<file path="config.mk">
export PLATFORM = sky130hd
export DESIGN_NAME = axis_width_downconv
export DESIGN_NICKNAME = d
export VERILOG_FILES = /design/src/rtl/rfsoc_config_pkg.sv /design/src/rtl/axis_width_downconv.sv
export SDC_FILE = /design/constraint.sdc
export NUM_CORES = 1
export LEC_CHECK = 0
export BUFFER_PORTS_ARGS = -buffer_cell sky130_fd_sc_hd__buf_2
export CORE_ASPECT_RATIO = 0.8
export CORE_UTILIZATION = 44
export DETAILED_ROUTE_END_ITERATION = 6
export PLACE_DENSITY_LB_ADDON = 0.1
export SLEW_MARGIN = 20
export SYNTH_ARGS = -nofsm -noshare
export SYNTH_HDL_FRONTEND = slang
export SYNTH_SLANG_ARGS = --single-unit
</file>
<file path="constraint.sdc">
create_clock -name pl_clk -period 2.7 [get_ports pl_clk]
set_clock_uncertainty 0.1 [all_clocks]
set_input_delay 0.27 -clock pl_clk [delete_from_list [all_inputs] [get_ports pl_clk]]
set_output_delay 0.27 -clock pl_clk [all_outputs]
set_load 0.01 [all_outputs]
</file>
<file path="src/rtl/rfsoc_config_pkg.sv">
// Shared RFSoC stream-width constants used by the PL data path.
// Exports ps_axis_width (PS-side word) and adc_axis_width (ADC beat).
package rfsoc_config;

  localparam int ps_axis_width  = 32;
  localparam int adc_axis_width = 128;

endpackage

</file>
<file path="src/rtl/axis_width_downconv.sv">
// AXI-Stream width down-converter: splits IN_WIDTH beats into OUT_WIDTH
// words in LSB- or MSB-first order and frames every PKT_BEATS beats with
// tlast.
// Ports: pl_clk, rst (async, active-low), msb_first, s_axis_* (slave),
// m_axis_* (master), pkt_count (only with AXIS_DOWNCONV_STATS_EN).
module axis_width_downconv
  import rfsoc_config::*;
#(
  parameter int IN_WIDTH  = adc_axis_width,
  parameter int OUT_WIDTH = ps_axis_width,
  parameter int PKT_BEATS = 16
) (
  input  logic                 pl_clk,
  input  logic                 rst,
  input  logic                 msb_first,
  input  logic [IN_WIDTH-1:0]  s_axis_tdata,
  input  logic                 s_axis_tvalid,
  output logic                 s_axis_tready,
  output logic [OUT_WIDTH-1:0] m_axis_tdata,
  output logic                 m_axis_tvalid,
  output logic                 m_axis_tlast,
`ifdef AXIS_DOWNCONV_STATS_EN
  output logic [31:0]          pkt_count,
`endif
  input  logic                 m_axis_tready
);

  localparam int RATIO = IN_WIDTH / OUT_WIDTH;
  localparam int IW =
    RATIO > 1 ? $clog2(RATIO) : 1;
  localparam int BW =
    PKT_BEATS > 1 ? $clog2(PKT_BEATS) : 1;
  localparam logic [IW-1:0] IDX_LAST =
    IW'(RATIO - 1);
  localparam logic [BW-1:0] BCNT_LAST =
    BW'(PKT_BEATS - 1);

  if ((IN_WIDTH % OUT_WIDTH) != 0 ||
      RATIO < 1 || PKT_BEATS < 1) begin : g_bad_cfg
    $error("axis_width_downconv: bad width/packet config");
  end

  logic [RATIO-1:0][OUT_WIDTH-1:0] hold;
  logic          ord;
  logic          hv;
  logic [IW-1:0] idx;
  logic [BW-1:0] bcnt;
  logic [IW-1:0] sel;
  logic          last_word;
  logic          s_hs;
  logic          m_hs;

  assign last_word = (idx == IDX_LAST);
  assign s_axis_tready =
    !hv || (m_axis_tready && last_word);
  assign s_hs = s_axis_tvalid && s_axis_tready;
  assign m_hs = hv && m_axis_tready;

  // Order is taken from the latched copy so a
  // mid-beat msb_first change cannot reorder words.
  assign sel = ord ? (IDX_LAST - idx) : idx;

  assign m_axis_tvalid = hv;
  assign m_axis_tdata  = hold[sel];
  assign m_axis_tlast  =
    hv && last_word && (bcnt == BCNT_LAST);

  always_ff @(posedge pl_clk or negedge rst) begin
    if (!rst) begin
      hold <= '0;
      ord  <= 1'b0;
    end else if (s_hs) begin
      hold <= s_axis_tdata;
      ord  <= msb_first;
    end
  end

  // A beat accepted on the final-word handshake
  // keeps hv high: no bubble between beats.
  always_ff @(posedge pl_clk or negedge rst) begin
    if (!rst) begin
      hv <= 1'b0;
    end else if (s_hs) begin
      hv <= 1'b1;
    end else if (m_hs && last_word) begin
      hv <= 1'b0;
    end
  end

  always_ff @(posedge pl_clk or negedge rst) begin
    if (!rst) begin
      idx <= '0;
    end else if (m_hs) begin
      idx <= last_word ? '0 : idx + 1'b1;
    end
  end

  always_ff @(posedge pl_clk or negedge rst) begin
    if (!rst) begin
      bcnt <= '0;
    end else if (m_hs && last_word) begin
      bcnt <= (bcnt == BCNT_LAST) ?
        '0 : bcnt + 1'b1;
    end
  end

`ifdef AXIS_DOWNCONV_STATS_EN
  always_ff @(posedge pl_clk or negedge rst) begin
    if (!rst) begin
      pkt_count <= '0;
    end else if (m_hs && m_axis_tlast) begin
      pkt_count <= pkt_count + 32'd1;
    end
  end
`endif

endmodule
</file>
==> results.sh, run 1 <==
export IMPL_yosys_mux_area_fraction=0.369
export IMPL_root_buffer="clkbuf_16"
export IMPL_ys_warn_count=0
export IMPL_via_per_inst=4.86
export IMPL_synth_seq_cells=136
export IMPL_r2r_start="idx[0]"
export IMPL_post_route_period_util=0.928
export IMPL_critPathRequiredTime_ns=2.33
export IMPL_clock_fmax_mhz=399
export IMPL_wl_per_cell_um=16.2
export IMPL_synth_top_family_by_area="multiplexers"
export IMPL_yosys_area_share_simple=0.0109
export IMPL_numPortBuffers=167
export IMPL_die_w_um=132
export IMPL_setup_ws_ns=0.194
export IMPL_num_vias=3993
export IMPL_status="finished, final reports clean"
export IMPL_placed_cells=677
export IMPL_slowest_delay_ns=0.55
export IMPL_worst_r2r_endpoint="hold[47]"
export IMPL_die_y_um=106
export IMPL_dp_hpwl_um=8630
export IMPL_clk_path_buf_depth=2
export IMPL_maxCapViolCount=0
export IMPL_min_from="s_axis_tdata[110]"
export IMPL_leakagePower_nw=3.99
export IMPL_dieArea_um2=14000
export IMPL_grt_pass1_wl_um=21300
export IMPL_rr_worst_depth=5
export IMPL_synth_xor_area_frac=0.00566
export IMPL_arrival_ns=2.14
export IMPL_yosys_top_cells_area="dfrtp_1 57%, mux2_2 25%, mux4_2 11%, buf_6 3.0%, mux4_1 0.88%"
export IMPL_crit_buf_inv=2
export IMPL_crit_start="ord"
export IMPL_instances_no_fill=821
export IMPL_ant_nets=0
export IMPL_dr_pass1_iters=4
export IMPL_grt_use_total=0.200
export IMPL_multiInputGateArea_um2=2400
export IMPL_totalPowerFinal_mw=10.8
export IMPL_ir_drop_mv=0.601
export IMPL_synth_area_leader_cell="dfrtp_1"
export IMPL_row_count=37
export IMPL_post_cts_setup_buffers=0
export IMPL_drc=0
export IMPL_antenna_found_initial=0
export IMPL_insertion_delay_ns=0.40
export IMPL_reg2reg_slack_ns=0.47
export IMPL_layout_drive_gt1_share=0.577
export IMPL_synth_area_per_cell_um2=17.4
export IMPL_period_needed_ns=2.51
export IMPL_grt_max_degree=65
export IMPL_syn_num_nets=478
export IMPL_place_congestion=0.756
export IMPL_start_kind="register"
export IMPL_path_clk_slew_ns=0.05
export IMPL_synthCells=343
export IMPL_p_per_area_nw_per_um2=1240
export IMPL_fin_hold_ws_ns=0.0112
export IMPL_numCtsBuffers=17
export IMPL_critPathMaxFanout=11
export IMPL_place_ws_ns=0.465
export IMPL_slew_headroom=0.594
export IMPL_finalHoldViolCount=0
export IMPL_cts_sinks=136
export IMPL_cts_max_level=4
export IMPL_cp_end_kind="primary output"
export IMPL_synth_top_area_frac=0.570
export IMPL_path_delay_family="multiplexers"
export IMPL_yosysSeqAreaShare=0.570
export IMPL_hp_class="in -> reg"
export IMPL_place_area_um2=6990
export IMPL_crit_end="m_axis_tdata[15]"
export IMPL_synth_distinct_cells=22
export IMPL_finalSetupViolations=0
export IMPL_path_depth=4
export IMPL_path_cells="xnor2_4, buf_4, mux4_2, buf_2"
export IMPL_wirelength_um=13300
export IMPL_utilization=0.667
export IMPL_seqCellArea_um2=3400
export IMPL_nets=770
export IMPL_fillers=975
export IMPL_diodes=0
export IMPL_criticalPathCategory="reg -> out"
export IMPL_io_pins=168
export IMPL_start_util=0.457
export IMPL_dr_first_iter_drc_count=133
export IMPL_setup_tns_final_ns=0
export IMPL_slowest_stage="mux4_2"
export IMPL_grt_pass1_vias=4355
export IMPL_yosys_area_share_adder=0.00419
export IMPL_tritoncts="built"
export IMPL_tightest_slew_ns=0.609
export IMPL_rsz0062_at_grt="false"
export IMPL_netlist_area_um2=5970
export IMPL_overflow=0
export IMPL_area_growth_pct=45.9
export IMPL_synth_compound_area_frac=0.00671
export IMPL_final_max_slew_viol_count=0
export IMPL_core_um2=13100
export IMPL_stdcell_area_um2=8710
## cell usage in the layout (no fill, tap or decap), types with 3 or more instances in the layout
master	n
dfrtp_1	136
mux4_2	30
clkbuf_8	3
mux2_2	131
buf_2	166
buf_4	8
nand2_1	4
dlygate4sd3_1	114
clkinv_2	5
clkbuf_16	17
buf_12	3
## area by class of cell
| type | count | share of cell area |
|---|---|---|
| Sequential cell | 136 | 0.391 |
| Multi-Input combinational cell | 187 | 0.276 |
| Timing Repair Buffer | 293 | 0.243 |
| Clock buffer | 21 | 0.0540 |
| Tap cell | 175 | 0.0251 |
| Clock inverter | 9 | 0.0115 |
## cells in the mapped netlist, drive strengths merged
| cell | number |
|---|---|
| nand2b | 2 |
| a21bo | 1 |
| nor3 | 1 |
| dfrtp | 136 |
| nand2 | 5 |
| xor2 | 1 |
| a21o | 1 |
| a21oi | 1 |
| o31ai | 1 |
| mux4 | 32 |
| ha | 2 |
| buf | 20 |
| nor2 | 1 |
| nand4 | 2 |
| xnor2 | 2 |
| nand3 | 2 |
| o21ai | 2 |
| mux2 | 131 |
## cells by family after synthesis
| family | count (synthesis) |
|---|---|
| buffers and inverters | 20 |
| flip-flops | 136 |
| adder cells (fa/ha/maj) | 2 |
| XOR/XNOR | 3 |
| AO/OA/AOI/OAI | 6 |
| multiplexers | 163 |
| AND/OR/NAND/NOR | 13 |
## how the worst min path moves through the flow
stage / slack, ns / end / cells past startpoint
3_3_place_gp: 0.20 / hold[22] / 1
5_1_grt: 0.003 / hold[19] / 2
6_report: 0.01 / hold[110] / 2
3_5_place_dp: 0.19 / hold[21] / 1
4_1_cts: 0.0003 / hold[107] / 2
2_1_floorplan: -0.13 / bcnt[0] / 0
## registers in the layout (all words and copies together), names as in the netlist
signal / flops
idx: 2
bcnt: 4
hold: 128
m_axis_tvalid: 1
ord: 1
## power breakdown
group	internal (mW)	switching, mW
registers	3.08	0.549
logic	2.90	2.00
clock network	1.41	0.819
## layer usage
layer,track usage,vias to the layer above,share of wire
met1,0.254,2008,0.44
met5,0,-,0
met3,0.0520,13,0.050
li1,-,1862,-
met4,0.0681,0,0.0093
met2,0.333,110,0.50
## timing repair
action | 4_1_cts | 5_1_grt
endpoints found under the setup margin | 0 | 1
hold buffers | 114 | 0
gates resized for setup | 0 | 1
endpoints found under the hold margin | 175 | 0
Power figures use the tool's default switching activity.
==> run 2: changes to the inputs <==
- CELL_PAD_IN_SITES_DETAIL_PLACEMENT: not set -> 0
- CELL_PAD_IN_SITES_GLOBAL_PLACEMENT: not set -> 1
- SETUP_SLACK_MARGIN: not set -> 0.4
==> run 2 against run 1 <==
Effect of this change: count of clock-buffer cells in the layout decreased by 3; critical path type unchanged; sequential power about the same; non-clock buffer count increased by 8; maximum frequency increased by 2.7%; largest power group unchanged.
==> results.sh, run 2 (synthesized netlist as in run 1, its figures left out) <==
export IMPL_slew_headroom=0.593
export IMPL_tritoncts="built"
export IMPL_status="finished, final reports clean"
export IMPL_p_sw_frac=0.304
export IMPL_slowest_delay_ns=0.51
export IMPL_p_per_area_nw_per_um2=1320
export IMPL_final_max_slew_viol_count=0
export IMPL_nets=778
export IMPL_grt_use_total=0.209
export IMPL_clock_fmax_mhz=410
export IMPL_cts_sinks=136
export IMPL_tightest_slew_ns=0.611
export IMPL_critPathMaxFanout=10
export IMPL_diodes=0
export IMPL_maxCapViolCount=0
export IMPL_start_util=0.457
export IMPL_overflow=0
export IMPL_internal_power_mw=8.26
export IMPL_drc=0
export IMPL_row_count=37
export IMPL_post_route_period_util=0.904
export IMPL_fin_hold_ws_ns=0.0194
export IMPL_dr_pass1_iters=4
export IMPL_grt_pass1_wl_um=22400
export IMPL_numCtsBuffers=17
export IMPL_path_delay_family="multiplexers"
export IMPL_via_per_inst=4.90
export IMPL_ir_drop_mv=0.626
export IMPL_ant_nets=0
export IMPL_reg2reg_slack_ns=0.48
export IMPL_dr_first_iter_drc_count=93
export IMPL_rsz0062_at_grt="true"
export IMPL_die_w_um=132
export IMPL_p_clk_frac=0.223
export IMPL_num_vias=4072
export IMPL_core_um2=13100
export IMPL_largest_register="hold"
export IMPL_criticalPathCategory="reg -> out"
export IMPL_cp_end_kind="primary output"
export IMPL_path_cells="xnor2_4, buf_6, buf_12, mux4_2, buf_2"
export IMPL_clk_path_buf_depth=2
export IMPL_cts_max_level=4
export IMPL_share_comb_of_total_power=0.472
export IMPL_dieArea_um2=14000
export IMPL_p_sw_mw=3.61
export IMPL_layout_drive_gt1_share=0.584
export IMPL_finalHoldViolCount=0
export IMPL_dp_hpwl_um=8450
export IMPL_area_growth_pct=51.0
export IMPL_insertion_delay_ns=0.40
export IMPL_setup_ws_ns=0.260
export IMPL_instances_no_fill=831
export IMPL_final_common_cell="buf_2"
export IMPL_utilization=0.691
export IMPL_slowest_stage="mux4_2"
export IMPL_grt_max_degree=66
export IMPL_wl_per_cell_um=16.0
export IMPL_hp_class="in -> reg"
export IMPL_start_kind="register"
export IMPL_largest_reg_flops=128
export IMPL_numPortBuffers=167
export IMPL_seq_power_share=0.305
export IMPL_placed_cells=676
export IMPL_path_clk_slew_ns=0.06
export IMPL_die_y_um=106
export IMPL_antenna_found_initial=0
export IMPL_io_pins=168
export IMPL_crit_buf_inv=3
export IMPL_fillers=964
export IMPL_place_ws_ns=0.485
export IMPL_critPathRequiredTime_ns=2.33
export IMPL_grt_pass1_vias=4446
export IMPL_setup_tns_final_ns=0
export IMPL_leakagePower_nw=4.10
export IMPL_arrival_ns=2.07
export IMPL_wirelength_um=13300
export IMPL_top_regs="hold x128, bcnt x4, idx x2"
export IMPL_root_buffer="clkbuf_16"
export IMPL_final_cell_mix="157 x buf_2, 134 x dfrtp_1, 131 x mux2_2, 118 x dlygate4sd3_1, 32 x mux4_2"
export IMPL_period_needed_ns=2.44
export IMPL_place_congestion=0.715
export IMPL_finalSetupViolations=0
## run 2: cell types whose count changed in the layout (fill, tap and decap cells not counted), moves of 2 or more
cell / before / now
buf_6: 2 / 13
buf_2: 166 / 157
buf_16: 0 / 4
bufinv_16: 2 / 6
clkinv_2: 5 / 1
dlygate4sd3_1: 114 / 118
clkbuf_8: 3 / 0
clkinv_4: 0 / 3
inv_6: 0 / 3
dfrtp_1: 136 / 134
dfrtp_2: 0 / 2
mux4_1: 2 / 0
mux4_2: 30 / 32
## run 2: layout make-up
type	instances	area, µm²	area share
multi-input combinational	187	2400	0.267
sequential	136	3410	0.378
clock buffer	18	429	0.0476
timing repair buffer	301	2320	0.257
tap	175	219	0.0243
clock inverter	14	245	0.0272
## run 2: metrics by stage
stage | total power [mW] | area, µm²
after floorplan | 6.97 | 5970
after global placement | 8.34 | 6990
after detailed placement | 8.47 | 6990
after CTS | 11.9 | 8970
after global routing | 12.5 | 9020
final | 11.9 | 9020
## run 2: routing by layer
metal  global-route usage  up-vias  routed length [µm]
li1                     -     1888                   -
met1                0.286     2061                5980
met2                0.330      109                6520
met3               0.0539       14                 643
met4               0.0657        0                 161
met5                    0        -                   0
## run 2: worst reg2reg max path, delay by kind of cell (launching register included)
family                   cells  cell delay (ns)
adder cells (fa/ha/maj)      1             0.28
AO/OA/AOI/OAI                1             0.27
flip-flops                   1             0.44
buffers and inverters        2             0.44
multiplexers                 1             0.37
AND/OR/NAND/NOR              1             0.20
## run 2: power by group through the flow
stage	clock [mW]	combinational, mW	sequential (mW)
floorplan	0	3.53	3.44
global placement	0	4.75	3.59
detailed placement	0	4.82	3.65
CTS	2.70	5.60	3.62
global route	2.79	5.99	3.76
finish	2.64	5.60	3.62
## run 2: path summary, 6_finish.rpt
| path | start | cells after the start | endpoint |
|---|---|---|---|
| worst max-delay path | ord | 5 | m_axis_tdata[13] |
| worst min-delay path | s_axis_tdata[78] | 2 | hold[78] |
| worst max register to register | idx[0] | 6 | hold[84] |
| worst min register to register | bcnt[3] | 1 | bcnt[3] |
| max in group asynchronous | rst | 3 | ord |
| min in group asynchronous | rst | 2 | bcnt[3] |
## run 2: repair_timing
item	CTS	global route
hold buffers	117	1
gates resized for setup	19	5
gates cloned	2	0
pin swaps	1	0
endpoints found under the setup margin	32	144
buffers inserted	3	0
endpoints found under the hold margin	178	1
==> run 3: changes to the inputs <==
- MAX_ROUTING_LAYER: not set -> met4
==> run 3 against run 2 <==
Effect of this change: count of clock-buffer cells in the layout unchanged; first-iteration DRC count is 12% higher; highest routed layer unchanged; die area unchanged; non-clock buffer count stayed put; global-route usage is 0.59 points higher; largest cell class unchanged.
==> results.sh, run 3 (synthesized netlist as in run 1, its figures left out) <==
export IMPL_via_per_inst=4.90
export IMPL_final_cell_mix="157 x buf_2, 134 x dfrtp_1, 131 x mux2_2, 118 x dlygate4sd3_1, 32 x mux4_2"
export IMPL_path_cells="xnor2_4, buf_6, buf_12, mux4_2, buf_2"
export IMPL_area_growth_pct=50.9
export IMPL_diodes=0
export IMPL_p_clk_frac=0.223
export IMPL_fin_hold_ws_ns=0.0191
export IMPL_share_comb_of_total_power=0.472
export IMPL_core_um2=13100
export IMPL_final_common_cell="buf_2"
export IMPL_antenna_found_initial=0
export IMPL_seq_power_share=0.306
export IMPL_dr_first_iter_drc_count=104
export IMPL_nets=778
export IMPL_hp_class="in -> reg"
export IMPL_rsz0062_at_grt="true"
export IMPL_p_sw_mw=3.61
export IMPL_critPathRequiredTime_ns=2.33
export IMPL_grt_use_total=0.215
export IMPL_die_y_um=106
export IMPL_whs_path_depth=2
export IMPL_dieArea_um2=14000
export IMPL_slowest_stage="mux4_2"
export IMPL_tightest_slew_ns=0.608
export IMPL_wirelength_um=13300
export IMPL_start_kind="register"
export IMPL_r2r_start="idx[0]"
export IMPL_die_w_um=132
export IMPL_p_sw_frac=0.305
export IMPL_clock_fmax_mhz=409
export IMPL_reg2reg_slack_ns=0.49
export IMPL_tritoncts="built"
export IMPL_placed_cells=676
export IMPL_post_route_period_util=0.907
export IMPL_cts_sinks=136
export IMPL_rr_worst_depth=6
export IMPL_arrival_ns=2.08
export IMPL_grt_max_degree=66
export IMPL_crit_buf_inv=3
export IMPL_num_vias=4069
export IMPL_totalPowerFinal_mw=11.9
export IMPL_ir_drop_mv=0.626
export IMPL_wl_per_cell_um=16.1
export IMPL_instances_no_fill=831
export IMPL_hold_end="hold[78]"
export IMPL_finalHoldViolCount=0
export IMPL_drc=0
export IMPL_clk_path_buf_depth=2
export IMPL_dp_hpwl_um=8450
export IMPL_finalSetupViolations=0
export IMPL_cts_max_level=4
export IMPL_p_per_area_nw_per_um2=1320
export IMPL_io_pins=168
export IMPL_leakagePower_nw=4.09
export IMPL_stdcell_area_um2=9010
export IMPL_numPortBuffers=167
export IMPL_cp_end_kind="primary output"
export IMPL_largest_reg_flops=128
export IMPL_setup_tns_final_ns=0
export IMPL_dr_pass1_iters=4
export IMPL_insertion_delay_ns=0.40
export IMPL_ant_nets=0
export IMPL_grt_pass1_vias=4456
export IMPL_maxCapViolCount=0
export IMPL_min_from="s_axis_tdata[78]"
export IMPL_path_delay_family="multiplexers"
export IMPL_overflow=0
export IMPL_worst_r2r_endpoint="hold[24]"
export IMPL_slowest_delay_ns=0.52
export IMPL_top_regs="hold x128, bcnt x4, idx x2"
export IMPL_grt_pass1_wl_um=22400
export IMPL_layout_drive_gt1_share=0.584
export IMPL_criticalPathCategory="reg -> out"
export IMPL_place_area_um2=6990
export IMPL_start_util=0.457
export IMPL_path_depth=5
export IMPL_internal_power_mw=8.25
export IMPL_numCtsBuffers=17
export IMPL_period_needed_ns=2.45
export IMPL_status="finished, final reports clean"
export IMPL_critPathMaxFanout=10
export IMPL_largest_register="hold"
export IMPL_row_count=37
export IMPL_slew_headroom=0.594
export IMPL_path_clk_slew_ns=0.06
export IMPL_root_buffer="clkbuf_16"
export IMPL_final_max_slew_viol_count=0
export IMPL_place_congestion=0.724
-- run 3: cell counts in the layout (fill, tap and decap cells not counted) --
Identical to the previous run, type by type.
-- run 3: final cells by class --
class,count,area [µm²]
fillers,966,4040
flip-flops and latches,136,3410
multi-input cells,187,2400
repair buffers,301,2310
clock buffers,18,429
clock inverters,14,245
well taps,175,219
-- run 3: timing repair --
action / CTS / global route
buffers inserted: 3 / 0
setup endpoints to repair: 32 / 144
cloned: 2 / 0
pin swaps: 1 / 0
gates resized for setup: 19 / 4
hold buffers: 117 / 1
hold endpoints to repair: 178 / 1
-- run 3: worst max-delay path by stage --
stage	slack (ns)	startpoint	to
after floorplan	0.84	idx[0]	hold[100]
after global placement	0.56	idx[0]	hold[84]
after detailed placement	0.48	idx[0]	hold[68]
after CTS	0.26	ord	m_axis_tdata[5]
after global routing	0.19	ord	m_axis_tdata[27]
final	0.25	ord	m_axis_tdata[13]
-- run 3: power by group through the flow --
stage	clock (mW)	sequential, mW	combinational, mW
6_report	2.65	3.62	5.59
5_1_grt	2.79	3.76	5.98
4_1_cts	2.70	3.62	5.60
3_5_place_dp	0	3.65	4.82
3_3_place_gp	0	3.59	4.75
2_1_floorplan	0	3.44	3.53
-- run 3: metrics by stage --
stage / util / setup WS, ns
2_1_floorplan: - / 0.843
3_3_place_gp: 0.535 / 0.561
3_5_place_dp: 0.535 / 0.485
4_1_cts: 0.687 / 0.257
5_1_grt: 0.690 / 0.186
6_report: 0.690 / 0.252
-- run 3: layer usage --
metal / up-vias / track usage / share of wire / wire length, µm
met5: - / - / 0 / 0
met4: 0 / 0.0657 / 0.013 / 178
met3: 15 / 0.0477 / 0.041 / 541
met2: 106 / 0.331 / 0.49 / 6550
met1: 2060 / 0.288 / 0.46 / 6070
li1: 1888 / - / - / -
